$ cat config.mk
export PLATFORM = sky130hd
export DESIGN_NAME = imm_decode_stage
export DESIGN_NICKNAME = d
export VERILOG_FILES = /design/src/rtl/rv_decode_pkg.sv /design/src/rtl/immGen.sv /design/src/rtl/opcode_class.sv /design/src/rtl/imm_decode_stage.sv
export SDC_FILE = /design/constraint.sdc
export NUM_CORES = 1
export LEC_CHECK = 0
export ABC_CLOCK_PERIOD_IN_PS = 14150
export BUFFER_PORTS_ARGS = -buffer_cell sky130_fd_sc_hd__buf_2
export CAP_MARGIN = 20
export CORE_ASPECT_RATIO = 1.5
export CORE_UTILIZATION = 30
export DETAILED_ROUTE_END_ITERATION = 8
export GPL_TIMING_DRIVEN = 0
export SLEW_MARGIN = 20
export SYNTH_ARGS = -nofsm -noshare
export SYNTH_HDL_FRONTEND = slang
export SYNTH_SLANG_ARGS = --single-unit
export TNS_END_PERCENT = 30
$ cat constraint.sdc
create_clock -name clk -period 14.15 [get_ports clk]
set_clock_uncertainty 0.2 [all_clocks]
set_input_delay 2.83 -clock clk [delete_from_list [all_inputs] [get_ports clk]]
set_output_delay 2.83 -clock clk [all_outputs]
set_load 0.005 [all_outputs]
$ cat src/rtl/rv_decode_pkg.sv
// rtl/rv_decode_pkg.sv - RV32I opcode, immediate-select and ID/EX register definitions
package rv_decode_pkg;

  localparam logic [6:0] OP_LOAD   = 7'b0000011;
  localparam logic [6:0] OP_IMM    = 7'b0010011;
  localparam logic [6:0] OP_JALR   = 7'b1100111;
  localparam logic [6:0] OP_SYSTEM = 7'b1110011;
  localparam logic [6:0] OP_FENCE  = 7'b0001111;
  localparam logic [6:0] OP_STORE  = 7'b0100011;
  localparam logic [6:0] OP_BRANCH = 7'b1100011;
  localparam logic [6:0] OP_LUI    = 7'b0110111;
  localparam logic [6:0] OP_AUIPC  = 7'b0010111;
  localparam logic [6:0] OP_JAL    = 7'b1101111;
  localparam logic [6:0] OP_REG    = 7'b0110011;

  localparam logic [2:0] IMM_I    = 3'b000;
  localparam logic [2:0] IMM_S    = 3'b001;
  localparam logic [2:0] IMM_B    = 3'b010;
  localparam logic [2:0] IMM_U    = 3'b011;
  localparam logic [2:0] IMM_J    = 3'b100;
  localparam logic [2:0] IMM_NONE = 3'b101;

  typedef struct packed {
    logic [31:0] imm;
    logic [2:0]  imm_sel;
    logic [4:0]  rs1;
    logic [4:0]  rs2;
    logic [4:0]  rd;
    logic [6:0]  opcode;
    logic [2:0]  funct3;
    logic [6:0]  funct7;
    logic [31:0] pc;
    logic        illegal;
  } id_ex_t;

  localparam id_ex_t ID_EX_RESET = '{
    imm:     32'd0,
    imm_sel: IMM_NONE,
    rs1:     5'd0,
    rs2:     5'd0,
    rd:      5'd0,
    opcode:  7'd0,
    funct3:  3'd0,
    funct7:  7'd0,
    pc:      32'd0,
    illegal: 1'b0
  };

endpackage

$ cat src/rtl/immGen.sv
// rtl/immGen.sv - sign-extended RV32I immediate generator selected by format code
module immGen
  import rv_decode_pkg::*;
#(
  parameter int width = 32
) (
  input  logic [width-1:0] instr,
  input  logic [2:0]       immSel,
  output logic [width-1:0] imm
);

  logic unused_opcode_bits;
  assign unused_opcode_bits = ^instr[6:0];

  always_comb begin
    imm = '0;
    case (immSel)
      IMM_I: imm = {{20{instr[31]}}, instr[31:20]};
      IMM_S: imm = {{20{instr[31]}}, instr[31:25], instr[11:7]};
      IMM_B: imm = {{19{instr[31]}}, instr[31], instr[7], instr[30:25], instr[11:8], 1'b0};
      IMM_U: imm = {instr[31:12], 12'd0};
      IMM_J: imm = {{11{instr[31]}}, instr[31], instr[19:12], instr[20], instr[30:21], 1'b0};
      default: imm = '0;
    endcase
  end

endmodule

$ cat src/rtl/opcode_class.sv
// rtl/opcode_class.sv - opcode to immediate format and register-usage classification
module opcode_class
  import rv_decode_pkg::*;
(
  input  logic [6:0] opcode_i,
  output logic [2:0] imm_sel_o,
  output logic       use_rs1_o,
  output logic       use_rs2_o,
  output logic       use_rd_o,
  output logic       illegal_o
);

  always_comb begin
    imm_sel_o = IMM_NONE;
    use_rs1_o = 1'b0;
    use_rs2_o = 1'b0;
    use_rd_o  = 1'b0;
    illegal_o = 1'b0;
    unique case (opcode_i)
      OP_LOAD, OP_IMM, OP_JALR, OP_SYSTEM, OP_FENCE: begin
        imm_sel_o = IMM_I;
        use_rs1_o = 1'b1;
        use_rd_o  = 1'b1;
      end
      OP_STORE, OP_BRANCH: begin
        imm_sel_o = (opcode_i == OP_STORE) ? IMM_S : IMM_B;
        use_rs1_o = 1'b1;
        use_rs2_o = 1'b1;
      end
      OP_LUI, OP_AUIPC: begin
        imm_sel_o = IMM_U;
        use_rd_o  = 1'b1;
      end
      OP_JAL: begin
        imm_sel_o = IMM_J;
        use_rd_o  = 1'b1;
      end
      OP_REG: begin
        use_rs1_o = 1'b1;
        use_rs2_o = 1'b1;
        use_rd_o  = 1'b1;
      end
      default: illegal_o = 1'b1;
    endcase
    // Compressed-encoding low bits never match a base opcode, kept explicit for clarity
    if (opcode_i[1:0] != 2'b11) begin
      illegal_o = 1'b1;
      imm_sel_o = IMM_NONE;
      use_rs1_o = 1'b0;
      use_rs2_o = 1'b0;
      use_rd_o  = 1'b0;
    end
  end

endmodule

$ cat src/rtl/imm_decode_stage.sv
// rtl/imm_decode_stage.sv - registered RV32I decode stage feeding the ID/EX pipeline register
module imm_decode_stage
  import rv_decode_pkg::*;
#(
  parameter int width = 32
) (
  input  logic             clk,
  input  logic             reset,
  input  logic             in_valid,
  output logic             in_ready,
  input  logic [width-1:0] in_instr,
  input  logic [width-1:0] in_pc,
  input  logic             flush,
  output logic             out_valid,
  input  logic             out_ready,
  output logic [width-1:0] out_imm,
  output logic [2:0]       out_imm_sel,
  output logic [4:0]       out_rs1,
  output logic [4:0]       out_rs2,
  output logic [4:0]       out_rd,
  output logic [6:0]       out_opcode,
  output logic [2:0]       out_funct3,
  output logic [6:0]       out_funct7,
  output logic [width-1:0] out_pc,
  output logic             out_illegal,
  output logic [31:0]      decode_count
);

  logic [2:0]       imm_sel;
  logic             use_rs1;
  logic             use_rs2;
  logic             use_rd;
  logic             illegal;
  logic [width-1:0] imm;
  logic             load;

  id_ex_t      held_q, held_d;
  logic        valid_q, valid_d;
  logic [31:0] count_q, count_d;

  opcode_class u_class (
    .opcode_i  (in_instr[6:0]),
    .imm_sel_o (imm_sel),
    .use_rs1_o (use_rs1),
    .use_rs2_o (use_rs2),
    .use_rd_o  (use_rd),
    .illegal_o (illegal)
  );

  immGen #(.width(width)) u_imm_gen (
    .instr  (in_instr),
    .immSel (imm_sel),
    .imm    (imm)
  );

  assign in_ready = !valid_q || out_ready;
  assign load     = in_valid && in_ready && !flush;

  always_comb begin
    held_d = held_q;
    if (load) begin
      held_d.imm     = imm;
      held_d.imm_sel = imm_sel;
      held_d.rs1     = use_rs1 ? in_instr[19:15] : 5'd0;
      held_d.rs2     = use_rs2 ? in_instr[24:20] : 5'd0;
      held_d.rd      = use_rd  ? in_instr[11:7]  : 5'd0;
      held_d.opcode  = in_instr[6:0];
      held_d.funct3  = in_instr[14:12];
      held_d.funct7  = in_instr[31:25];
      held_d.pc      = in_pc;
      held_d.illegal = illegal;
    end
  end

  // Flush outranks load so a redirect also kills the instruction arriving this cycle
  always_comb begin
    valid_d = valid_q;
    if (flush)          valid_d = 1'b0;
    else if (load)      valid_d = 1'b1;
    else if (out_ready) valid_d = 1'b0;
  end

  always_comb begin
    count_d = count_q;
    if (valid_q && out_ready && !flush) count_d = count_q + 32'd1;
  end

  always_ff @(posedge clk or posedge reset) begin
    if (reset) begin
      held_q  <= ID_EX_RESET;
      valid_q <= 1'b0;
      count_q <= 32'd0;
    end else begin
      held_q  <= held_d;
      valid_q <= valid_d;
      count_q <= count_d;
    end
  end

  assign out_valid    = valid_q;
  assign out_imm      = held_q.imm;
  assign out_imm_sel  = held_q.imm_sel;
  assign out_rs1      = held_q.rs1;
  assign out_rs2      = held_q.rs2;
  assign out_rd       = held_q.rd;
  assign out_opcode   = held_q.opcode;
  assign out_funct3   = held_q.funct3;
  assign out_funct7   = held_q.funct7;
  assign out_pc       = held_q.pc;
  assign out_illegal  = held_q.illegal;
  assign decode_count = count_q;

endmodule

# ---- Word level (Yosys, flattened, before mapping)
# Cells that the tools add are included.
dict set report classes {
  n_addsub 1
  n_eq_ne 16
  n_mux 18
  n_reduce_logical 16
}
# op count
set op_table {}
lappend op_table {{$pmux W32 S5} 1}
lappend op_table {{$add A32 B1 Y32 const B} 1}
lappend op_table {{$eq A7 B7 Y1 const B} 4}
lappend op_table {{$eq A7 B6 Y1 const B} 3}
lappend op_table {{$mux W5} 3}
lappend op_table {{$eq A7 B5 Y1 const B} 2}
lappend op_table {{$pmux W3 S4} 1}
lappend op_table {{$mux W1} 11}
lappend op_table {{$reduce_or A11 Y1} 1}
lappend op_table {{$reduce_or A9 Y1} 1}
lappend op_table {{$reduce_or A8 Y1} 1}
lappend op_table {{$eq A7 B2 Y1 const B} 1}
lappend op_table {{$eq A7 B4 Y1 const B} 1}
lappend op_table {{$eq A3 B2 Y1 const B} 2}
lappend op_table {{$reduce_or A5 Y1} 1}
lappend op_table {{$logic_and A1 B1 Y1} 4}
lappend op_table {{$reduce_or A2 Y1} 2}
lappend op_table {{$eq A3 B1 Y1 const B} 1}
lappend op_table {{$eq A3 B3 Y1 const B} 1}
lappend op_table {{$logic_not A3 Y1} 1}
lappend op_table {{$mux W3} 1}
lappend op_table {{$reduce_bool A3 Y1} 1}
lappend op_table {{$reduce_or A3 Y1} 1}
lappend op_table {{$logic_not A1 Y1} 2}
lappend op_table {{3 further kinds} 3}
dict set report totals {
  reg_bits 133
  inputBits 69
  out_inout_bits 134
  elab_cells 63
}

# ---- Longest topological paths before layout
dict set report depth {
  depth_word 6
  depth_mapped 8
  depth_no_buf 5
}

# ---- Hierarchy
# Synthesis repeated with hierarchy kept, for this count alone.
dict set report unflattened {
  hier_cells 692
  hier_area_um2 6088.3
}
# module n_inst cells_each area_per_inst_um2 seq_area_each_um2
set modules_own_cells {}
lappend modules_own_cells {imm_decode_stage 1 554 5317.6 3330.7}
lappend modules_own_cells {immGen 1 97 516.7 0.0}
lappend modules_own_cells {opcode_class 1 41 254.0 0.0}

# ---- Worst setup path after synthesis
# OpenSTA, ideal clock, no wires.
dict set report synth_timing {
  path_kind {input port to output port}
  startpoint {input out_ready}
  endpoint {output in_ready}
  arrival_ns 3.093
  t_required_ns 11.120
  path_slack_ns 8.027
  stages 2
  cell_sequence {and2b_1 > inv_2}
}
dict set report synth_between {
  elab_chain_cells 1
}
# item line
set synth_rtl {}
lappend synth_rtl {{start, declared} imm_decode_stage.sv:15} ;# input logic out_ready,
lappend synth_rtl {{$logic_or A1 B1 Y1} imm_decode_stage.sv:56} ;# assign in_ready = !valid_q || out_ready;
lappend synth_rtl {{end, declared} imm_decode_stage.sv:10} ;# output logic in_ready,
# No other way between the ends.

# ---- Worst setup path after layout
# Same ends and word-level chain as after synthesis.

==> impl_metrics.tcl <==
set metrics [dict create \
    grt_first_pass_wirelength_mm 27.7 \
    switchingPower_mw 0.258 \
    cp_max_fo 4 \
    tightest_slew_ns 0.772 \
    numCtsBuffers 17 \
    antenna_found_initial 0 \
    cts_sinks 133 \
    start_kind "input port" \
    cts_hold_buf 0 \
    cts_setup_buffers 0 \
    cts_buffer_depth 2 \
    cts-htree-levels 4 \
    die_width_um 117 \
    peakVddDrop_mv 0.0638 \
    worst_ep_required_time_ns 11.12 \
    antenna_cells 0 \
    gp_congestion 0.830 \
    ctsResizeCount 0 \
    hp-class "flip-flop to flip-flop" \
    grt_util_met1 0.201 \
    path_clk_slew_ns 0.05 \
    cellInternalPower_mw 0.763 \
    yosysSeqAreaShare 0.564 \
    pwr-share-clk 0.459 \
    ant_nets 0 \
    syn-cell-area_mm2 0.00591 \
    clock_latency_ns 0.42 \
    endpoint_kind "output pin" \
    hold_viol_final 0 \
    syn_to_final_growth_pct 33.6 \
    grt_pass1_vias 5086 \
    syn_nets 671 \
    dp_hpwl_mm 13.4 \
    worstPathArrival_ns 3.41 \
    nNetsFinal 892 \
    viasPerCell 4.72 \
    grt_start_max_net_pins 84 \
    power_leakage_nw 4.08 \
    core_area_mm2 0.0192 \
    met3_usage 0.0516 \
    nFillCells 2022 \
    slew_headroom 0.485 \
    cts_tree "built" \
    grt_overflow 0 \
    swShare 0.253 \
    p_seq_frac 0.424 \
    start_util 0.307 \
    root_buffer "clkbuf_16" \
    ios 203 \
    yosys_warnings 0 \
    post_drt_wl_per_cell_um 16.5 \
    avgSynthCellArea_um2 9.83 \
    via_count 5153 \
    min_period_over_period 0.455 \
    syn_inst 601 \
    powerDensity_mw_per_mm2 129 \
    die_area_mm2 0.0203 \
    drt-initial-drc-count 197 \
    slew_viol_final 0 \
    setup_tns_ns 0 \
    ys.flop_type "dfrtp_1" \
    grt_use_met2 0.331 \
    die_h_um 174 \
    fmax_ghz 0.155 \
    async_flop_share 1.00 \
    final_cells 1091 \
    dp_cells 1059 \
    power_mw 1.02 \
    crit_type "input port to output pin" \
    wirelength_mm 18.0 \
    synth_cell_type_count 62 \
    drt_first_pass_iters 5 \
    top_usage_layer "met2" \
    min_period_ns 6.44 \
    drt_drc_violations_left 0 \
    ys_ff_latch 133 \
    rows 62 \
    drive_gt1_frac 0.316 \
    io_buffers 201 \
    outcome "completed" \
    global_route.usage.total 0.184 \
    cap_violations 0 \
    synth-edff-count 0 \
    rsz0062_at_grt "false" \
    finalSetupViolCount 0 \
    pwr-share-comb 0.117 \
]
-- power groups by stage --
stage	registers [mW]	logic, mW	clock network (mW)
finish	0.433	0.119	0.469
global route	0.437	0.137	0.496
CTS	0.433	0.123	0.480
detailed placement	0.439	0.122	0
global placement	0.438	0.119	0
floorplan	0.440	0.0524	0
-- synthesized netlist by cell type (all sizes together), types with 11 or more instances --
master	count	area (um^2)
a21oi	20	100
a22o	16	140
a22oi	17	128
clkbuf	26	97.6
dfrtp	131	3280
nand2	194	728
nand3	13	65.1
nor2	15	56.3
nor3	11	55.1
o21ai	26	130
xnor2	17	149
xor2	15	131
-- worst max-delay path, cell delays in order --
cell and delay [ns]:
buf_2 0.13, and2b_1 0.26, inv_2 0.06, buf_2 0.13
-- metal layers --
metal / up-vias / share of wire
met1: 2450 / 0.39
met4: 0 / 0.017
met2: 175 / 0.53
met3: 24 / 0.064
li1: 2504 / -
met5: - / 0
-- worst paths after layout --
path                                               from                            to  slack (ns)  cells past startpoint
setup / recovery                              out_ready                      in_ready        7.71                      4
hold / removal             decode_count[31]$_DFFE_PP0P_  decode_count[31]$_DFFE_PP0P_        0.26                      1
setup reg to reg                  out_valid$_DFFE_PP0P_        out_imm[6]$_DFFE_PP0P_       11.73                      6
hold reg to reg            decode_count[31]$_DFFE_PP0P_  decode_count[31]$_DFFE_PP0P_        0.26                      1
max in group asynchronous                         reset    out_imm_sel[0]$_DFFE_PP1P_       10.77                      3
min in group asynchronous                         reset  decode_count[30]$_DFFE_PP0P_        2.21                      2
-- state kept, by name, indices dropped and copies added (netlist names) --
name / flops
out_opcode: 7
out_imm: 32
out_valid: 1
out_pc: 32
out_funct7: 7
out_illegal: 1
out_rs2: 5
out_funct3: 3
out_imm_sel: 3
decode_count: 32
out_rd: 5
out_rs1: 5
-- area by class of cell --
| type | instances | area, um^2 | share of cell area |
|---|---|---|---|
| buffer | 34 | 144 | 0.0182 |
| clock buffer | 20 | 447 | 0.0566 |
| clock inverter | 12 | 179 | 0.0227 |
| inverter | 8 | 37.5 | 0.00475 |
| multi-input combinational | 426 | 2410 | 0.305 |
| sequential | 133 | 3330 | 0.422 |
| tap | 256 | 320 | 0.0406 |
| timing repair buffer | 202 | 1030 | 0.131 |
-- metrics by stage --
step	hold slack, ns	area [um^2]	setup WS [ns]	utilization
finish	0.259	7900	7.71	0.411
global route	0.287	7900	7.68	0.411
global placement	0.253	7240	5.77	0.376
floorplan	0.265	5910	7.57	-
detailed placement	0.255	7270	7.72	0.378
CTS	0.266	7900	7.71	0.411
-- cells in the final DEF, fill, tap and decap left out, types with 11 or more instances in the layout --
cell	count
nor2_1	15
nor3_1	11
clkbuf_1	28
a22o_1	16
o21ai_0	22
xnor2_1	17
a21oi_1	20
clkbuf_16	17
buf_2	208
xor2_1	15
dfrtp_1	131
nand2_1	194
a22oi_1	17
nand3_1	13
-- logic make-up after synthesis --
family | count (synthesis) | share of synthesized area
simple gates | 286 | 0.233
flops | 133 | 0.564
compound gates | 105 | 0.121
buf+inv | 42 | 0.0294
xor+xnor | 32 | 0.0474
mux | 2 | 0.00360
fa+ha+maj | 1 | 0.00212
(Power assumes the default switching activity.)
